--- config.mk ---
export PLATFORM = sky130hd
export DESIGN_NAME = pipe_ctrl
export DESIGN_NICKNAME = d
export VERILOG_FILES = /design/src/rtl/pipe_ctrl_pkg.sv /design/src/rtl/hazard_detect.sv /design/src/rtl/pipe_ctrl.sv
export SDC_FILE = /design/constraint.sdc
export NUM_CORES = 1
export LEC_CHECK = 0
export CORE_AREA = 2 2 70 65
export CTS_BUF_LIST = sky130_fd_sc_hd__clkbuf_4 sky130_fd_sc_hd__clkbuf_8
export CTS_CLUSTER_SIZE = 30
export DETAILED_ROUTE_END_ITERATION = 10
export DIE_AREA = 0 0 72 67
export PLACE_DENSITY_LB_ADDON = 0.08
export SLEW_MARGIN = 25
export SYNTH_ARGS = -nofsm -noshare
export SYNTH_HDL_FRONTEND = slang
export SYNTH_SLANG_ARGS = --single-unit
--- constraint.sdc ---
create_clock -name clk_i -period 2.1 [get_ports clk_i]
set_input_delay 0.525 -clock clk_i [delete_from_list [all_inputs] [get_ports clk_i]]
set_output_delay 0.525 -clock clk_i [all_outputs]
set_load 0.02 [all_outputs]
--- src/rtl/pipe_ctrl_pkg.sv ---
// Shared definitions for the pipeline controller: FSM state encodings,
// stall/flush bit positions and the divide timeout limit.
package pipe_ctrl_pkg;

    localparam int RADDR_WIDTH = 5;
    localparam int ADDR_WIDTH  = 32;

    // Bit positions within stall_o / flush_o
    localparam int IDX_PC      = 0;
    localparam int IDX_IF_ID   = 1;
    localparam int IDX_ID_EXE  = 2;
    localparam int IDX_EXE_MEM = 3;

    // Divide watchdog: give up after this many cycles without done
    localparam int DIV_TIMEOUT = 64;
    localparam int DIV_CNT_W   = $clog2(DIV_TIMEOUT);

    typedef enum logic [1:0] {
        ST_RUN      = 2'd0,
        ST_FLUSH    = 2'd1,
        ST_DIV_WAIT = 2'd2,
        ST_HALT     = 2'd3
    } state_t;

endpackage

--- src/rtl/hazard_detect.sv ---
// Combinational load-use hazard check: the load in EXE writes a register
// that the instruction in ID is about to read. x0 never hazards.
module hazard_detect
    import pipe_ctrl_pkg::*;
(
    input  logic                   is_load,
    input  logic                   reg_we,
    input  logic [RADDR_WIDTH-1:0] waddr,
    input  logic                   re1,
    input  logic [RADDR_WIDTH-1:0] raddr1,
    input  logic                   re2,
    input  logic [RADDR_WIDTH-1:0] raddr2,
    output logic                   load_use
);

    logic src1_hit;
    logic src2_hit;

    // Compare each enabled source address against the load destination
    always_comb begin
        src1_hit = re1 && (raddr1 == waddr);
        src2_hit = re2 && (raddr2 == waddr);
        load_use = is_load && reg_we && (waddr != '0) && (src1_hit || src2_hit);
    end

endmodule

--- src/rtl/pipe_ctrl.sv ---
// Pipeline hazard / control FSM: jump flush, multi-cycle divide stall with
// timeout, debug halt and load-use interlock.
// Optional feature: define PIPE_CTRL_STALL_CNT_EN to build the saturating
// stall-cycle counter behind stall_cnt_o; otherwise that output is tied to 0.
module pipe_ctrl
    import pipe_ctrl_pkg::*;
(
    input  logic                   clk_i,
    input  logic                   rst_i,
    input  logic                   id_reg1_re_i,
    input  logic                   id_reg2_re_i,
    input  logic [RADDR_WIDTH-1:0] id_reg1_raddr_i,
    input  logic [RADDR_WIDTH-1:0] id_reg2_raddr_i,
    input  logic                   exe_is_load_i,
    input  logic                   exe_reg_we_i,
    input  logic [RADDR_WIDTH-1:0] exe_reg_waddr_i,
    input  logic                   exe_div_start_i,
    input  logic                   exe_div_done_i,
    input  logic                   exe_jump_i,
    input  logic [ADDR_WIDTH-1:0]  exe_jump_addr_i,
    input  logic                   halt_req_i,
    output logic [3:0]             stall_o,
    output logic [3:0]             flush_o,
    output logic                   redirect_o,
    output logic [ADDR_WIDTH-1:0]  redirect_addr_o,
    output logic                   div_timeout_o,
    output logic                   halted_o,
    output logic [31:0]            stall_cnt_o
);

    localparam logic [DIV_CNT_W-1:0] DIV_LAST = DIV_CNT_W'(DIV_TIMEOUT - 1);

    state_t               state_q;
    state_t               state_d;
    logic [DIV_CNT_W-1:0] div_cnt_q;
    logic                 load_use;

    hazard_detect u_hazard_detect (
        .is_load  (exe_is_load_i),
        .reg_we   (exe_reg_we_i),
        .waddr    (exe_reg_waddr_i),
        .re1      (id_reg1_re_i),
        .raddr1   (id_reg1_raddr_i),
        .re2      (id_reg2_re_i),
        .raddr2   (id_reg2_raddr_i),
        .load_use (load_use)
    );

    // State register
    always_ff @(posedge clk_i) begin
        if (rst_i) state_q <= ST_RUN;
        else       state_q <= state_d;
    end

    // Divide watchdog: held at 0 outside DIV_WAIT, so entering DIV_WAIT starts from 0
    always_ff @(posedge clk_i) begin
        if (rst_i)                        div_cnt_q <= '0;
        else if (state_q == ST_DIV_WAIT)  div_cnt_q <= div_cnt_q + 1'b1;
        else                              div_cnt_q <= '0;
    end

    // Next state and combinational outputs; reset forces every output low
    always_comb begin
        state_d         = state_q;
        stall_o         = '0;
        flush_o         = '0;
        redirect_o      = 1'b0;
        redirect_addr_o = '0;
        div_timeout_o   = 1'b0;
        halted_o        = 1'b0;
        if (rst_i) begin
            state_d = ST_RUN;
        end else begin
            case (state_q)
                ST_RUN: begin
                    if (exe_jump_i) begin
                        redirect_o             = 1'b1;
                        redirect_addr_o        = exe_jump_addr_i;
                        flush_o[IDX_IF_ID]     = 1'b1;
                        flush_o[IDX_ID_EXE]    = 1'b1;
                        state_d                = ST_FLUSH;
                    end else if (exe_div_start_i) begin
                        // done on the start cycle is deliberately not looked at
                        stall_o                = '1;
                        flush_o[IDX_EXE_MEM]   = 1'b1;
                        state_d                = ST_DIV_WAIT;
                    end else if (halt_req_i) begin
                        state_d                = ST_HALT;
                    end else if (load_use) begin
                        stall_o[IDX_PC]        = 1'b1;
                        stall_o[IDX_IF_ID]     = 1'b1;
                        flush_o[IDX_ID_EXE]    = 1'b1;
                    end
                end
                ST_FLUSH: begin
                    // Second bubble for the wrong-path fetch; all events ignored
                    flush_o[IDX_IF_ID] = 1'b1;
                    state_d            = ST_RUN;
                end
                ST_DIV_WAIT: begin
                    if (exe_div_done_i) begin
                        state_d = ST_RUN;
                    end else if (div_cnt_q == DIV_LAST) begin
                        div_timeout_o = 1'b1;
                        state_d       = ST_RUN;
                    end else begin
                        stall_o              = '1;
                        flush_o[IDX_EXE_MEM] = 1'b1;
                    end
                end
                ST_HALT: begin
                    halted_o = 1'b1;
                    if (halt_req_i) begin
                        stall_o              = '1;
                        flush_o[IDX_EXE_MEM] = 1'b1;
                    end else begin
                        state_d = ST_RUN;
                    end
                end
                default: state_d = ST_RUN;
            endcase
        end
    end

`ifdef PIPE_CTRL_STALL_CNT_EN
    logic [31:0] stall_cnt_q;

    // Count cycles the PC is held, saturating at all-ones
    always_ff @(posedge clk_i) begin
        if (rst_i)                                     stall_cnt_q <= '0;
        else if (stall_o[IDX_PC] && (stall_cnt_q != '1)) stall_cnt_q <= stall_cnt_q + 32'd1;
    end

    assign stall_cnt_o = stall_cnt_q;
`else
    assign stall_cnt_o = '0;
`endif

endmodule

==> metrics.md, run 1 <==
| Metric | Value |
|---|---|
| Outcome | finished with violations |
| Violated checks | setup timing |
| RSZ-0062 raised after global routing | yes |
| Chip height | 67 um |
| CP cell instances | buf_8 > or4_4 > nor2_4 > nor3_2 > a31oi_1 > nor2b_1 > buf_4 |
| Leak pwr | 1.18 nW |
| WP data arrival | 1.68 ns |
| Num CTS Buffers | 3 |
| Peak VDD IR | 0.224 mV |
| DRT Pass-1 Iters | 3 |
| Ys flop type | dfxtp_1 |
| Sequential share of power | 20.6% |
| Commonest cells after routing, fill and taps aside | clkdlybuf4s50_1, buf_2, conb_1, and3_1, buf_4 |
| Pwr dens | 368 nW/um2 |
| Clock Tree Root | clkbuf_8 |
| Drt wl/cell | 11.7 um |
| Crit path time final | 2.21 ns |
| NetSw | 0.286 mW |
| Top cells by area, synth | buf_4, and3_1, dfxtp_1, xnor2_1, clkbuf_1 |
| Worst Setup End Kind | output pin |
| CP peak stage delay | 0.53 ns |
| Worst-Skew Late Latency | 0.23 ns |
| Critical Path RT | 1.57 ns |
| Delay-heaviest family, CP | simple AND/OR/NAND/NOR gates |
| Min-Delay Path Class | reg2reg |
| Total Wirelength | 3690 um |
| Final Cycle Share | 105% |
| Post-synth EDFFs | 0 |
| CTS Hold Bufs | 0 |
| Final nets | 326 |
| R2R Setup Slk | 0.48 ns |
| Commonest non-fill, non-tap cell in the layout | clkdlybuf4s50_1 |
| Synth area leader | buf_4 |
| Post-synthesis register bit count | 8 |
| Global Route Usage Sum | 14.7% |
| Ys async rst share | 0% |
| Max Cap Viol | 0 |
| Vias/cell | 4.17 |
| Gpl congestion | 0.788 |
| Post-route ant nets | 0 |
| Int Power | 0.505 mW |
| Cell count after synthesis | 146 |
| Final hold vios | 0 |
| Largest net degree at the start of global routing | 34 |
| Final Power | 0.791 mW |
| H-Tree Depth | 1 |
| CTS Sinks | 8 |
| Storage element area | 163 um2 |
| Hold_ws | 0.527 ns |
| DR DRC count | 0 |
| Placed Cells | 297 |
| Crit path max fanout | 2 |
| Layout cell share with drive strength beyond 1 | 37.2% |
| Synth cell types | 31 |
| Fin area | 2150 um2 |
| Slack of the critical path | -0.108 ns |
| Initial antenna violation count | 0 |
| Post-DP HPWL | 2870 um |
| Initial Util | 26.3% |
| Vias | 1,310 |
| First-pass GRT wire length | 5620 um |
| Die area | 4820 um2 |
| Final-layout fill cell count | 430 |
| Port bufs | 98 |
| Clock transition at path regs | 0.04 ns |
| Fmax | 453 MHz |
| Vias in the first global route | 1,232 |
| Finished Layout Cells | 314 |
| Net Sw Frac | 36.2% |
| Placeable Area | 4050 um2 |
| Critical path launch point type | primary input |
| Num rows | 22 |
| Critical path buffers and inverters | 2 |
| Setup TNS | -0.402 ns |
| Setup Crit Path Kind | in2out |
| Max Root-Sink Buffers | 2 |
| Die width | 72 um |
| Synth Warn # | 0 |
| Final setup viols | 6 |
| Fin. max-slew vios | 0 |
| I/O pin cnt | 132 |
| Part of the power in the clock network | 23.6% |
| Seq/Total Area, Yosys | 15.1% |
| Final clock skew | 0.000579 ns |
| Cell area after synthesis | 1060 um2 |
| Area Overhead vs Synth | 102% |
| Avg Inst Size Synth | 7.28 um2 |
| CP max stage cell | or4_4 |
| CTS tree | done |
| Total grt overflow | 0 |
| Combinational power share | 55.8% |
| Initial DRC count | 55 |
| Placed Area | 2090 um2 |
| ANT cells | 0 |
| Post-synth top area share | 25.4% |
| Multi-input logic area | 792 um2 |
-- stage by stage --
step           utilization, %  setup WS, ns
6_report                 53.2        -0.108
5_1_grt                  53.2        -0.171
4_1_cts                  55.4        -0.131
3_5_place_dp             51.5        -0.925
3_3_place_gp             51.5        -0.918
2_1_floorplan               -        0.0144
-- Yosys cell counts (3+ instances only) --
cell / number
nand2_1: 3
buf_4: 36
dfxtp_1: 8
nand3_1: 4
xor2_1: 3
nor2_1: 9
xnor2_1: 11
and3_1: 34
a21oi_1: 3
clkbuf_1: 9
-- what timing repair did --
item	4_1_cts	5_1_grt
pin swaps	24	2
endpoints found under the hold margin	0	0
setup endpoints to repair	42	34
gates cloned	3	0
setup buffers	8	3
resized for setup	209	34
-- final timing paths --
check,start,to,depth (start not counted)
worst min register to register,div_cnt_q[0],div_cnt_q[0],2
worst max-delay path,exe_reg_waddr_i[4],flush_o[2],7
worst max register to register,div_cnt_q[3],state_q[1],9
worst min-delay path,div_cnt_q[0],div_cnt_q[0],2
-- kinds of logic after synthesis --
family                     Yosys count  synth area share (%)
buffers and inverters               49                  30.2
DFF                                  8                  15.1
adders and majority gates            1                  1.18
xor gates and xnor gates            14                  11.5
and+or+nand+nor                     64                  35.3
AOI/OAI and AO/OA                    9                  6.36
other                                1                 0.353
-- area by class of cell --
class,count,share of cell area (%)
clock buffer,3,1.92
inverter,3,0.524
multi-input combinational,121,36.8
sequential,8,7.56
tap,48,2.79
timing repair buffer,131,50.4
-- power groups by stage --
stage                     Combinational [mW]  Sequential (mW)  Clock, mW
final                                  0.442            0.163      0.187
after global routing                   0.477            0.163      0.202
after CTS                              0.445            0.163      0.193
after detailed placement               0.426            0.164          0
after global placement                 0.427            0.164          0
after floorplan                        0.252            0.163          0
-- sequential cells by signal, summed over array words and instances, names as in the netlist --
name	cells
state_q	2
div_cnt_q	6
-- metal layers --
layer	GRT usage, %	up-vias	share of wire [%]
li1	-	671	-
met3	4.39	0	8.4
met1	18.0	580	38
met2	25.3	59	54
met5	0	-	0
met4	2.83	0	0
-- tightest hold or removal path: stages, from the launching register on --
cell and delay [ns]:
dfxtp_1 0.33, buf_4 0.12, nor2_1 0.04
Note: power is estimated with default switching activity, not from simulation.
==> inputs of run 2 (changes only) <==
--- a/config.mk
+++ b/config.mk
@@ -5,6 +5,7 @@
 export SDC_FILE = /design/constraint.sdc
 export NUM_CORES = 1
 export LEC_CHECK = 0
+export ABC_CLOCK_PERIOD_IN_PS = 2100
 export CORE_AREA = 2 2 70 65
 export CTS_BUF_LIST = sky130_fd_sc_hd__clkbuf_4 sky130_fd_sc_hd__clkbuf_8
 export CTS_CLUSTER_SIZE = 30
==> results of run 2 <==
Final layout, timing and power as in run 1 (identical DEF).
==> inputs of run 3 (changes only) <==
--- a/config.mk
+++ b/config.mk
@@ -6,6 +6,7 @@
 export NUM_CORES = 1
 export LEC_CHECK = 0
 export ABC_CLOCK_PERIOD_IN_PS = 2100
+export CAP_MARGIN = 20
 export CORE_AREA = 2 2 70 65
 export CTS_BUF_LIST = sky130_fd_sc_hd__clkbuf_4 sky130_fd_sc_hd__clkbuf_8
 export CTS_CLUSTER_SIZE = 30
==> results of run 3 <==
Final layout, timing and power as in run 1 (identical DEF).
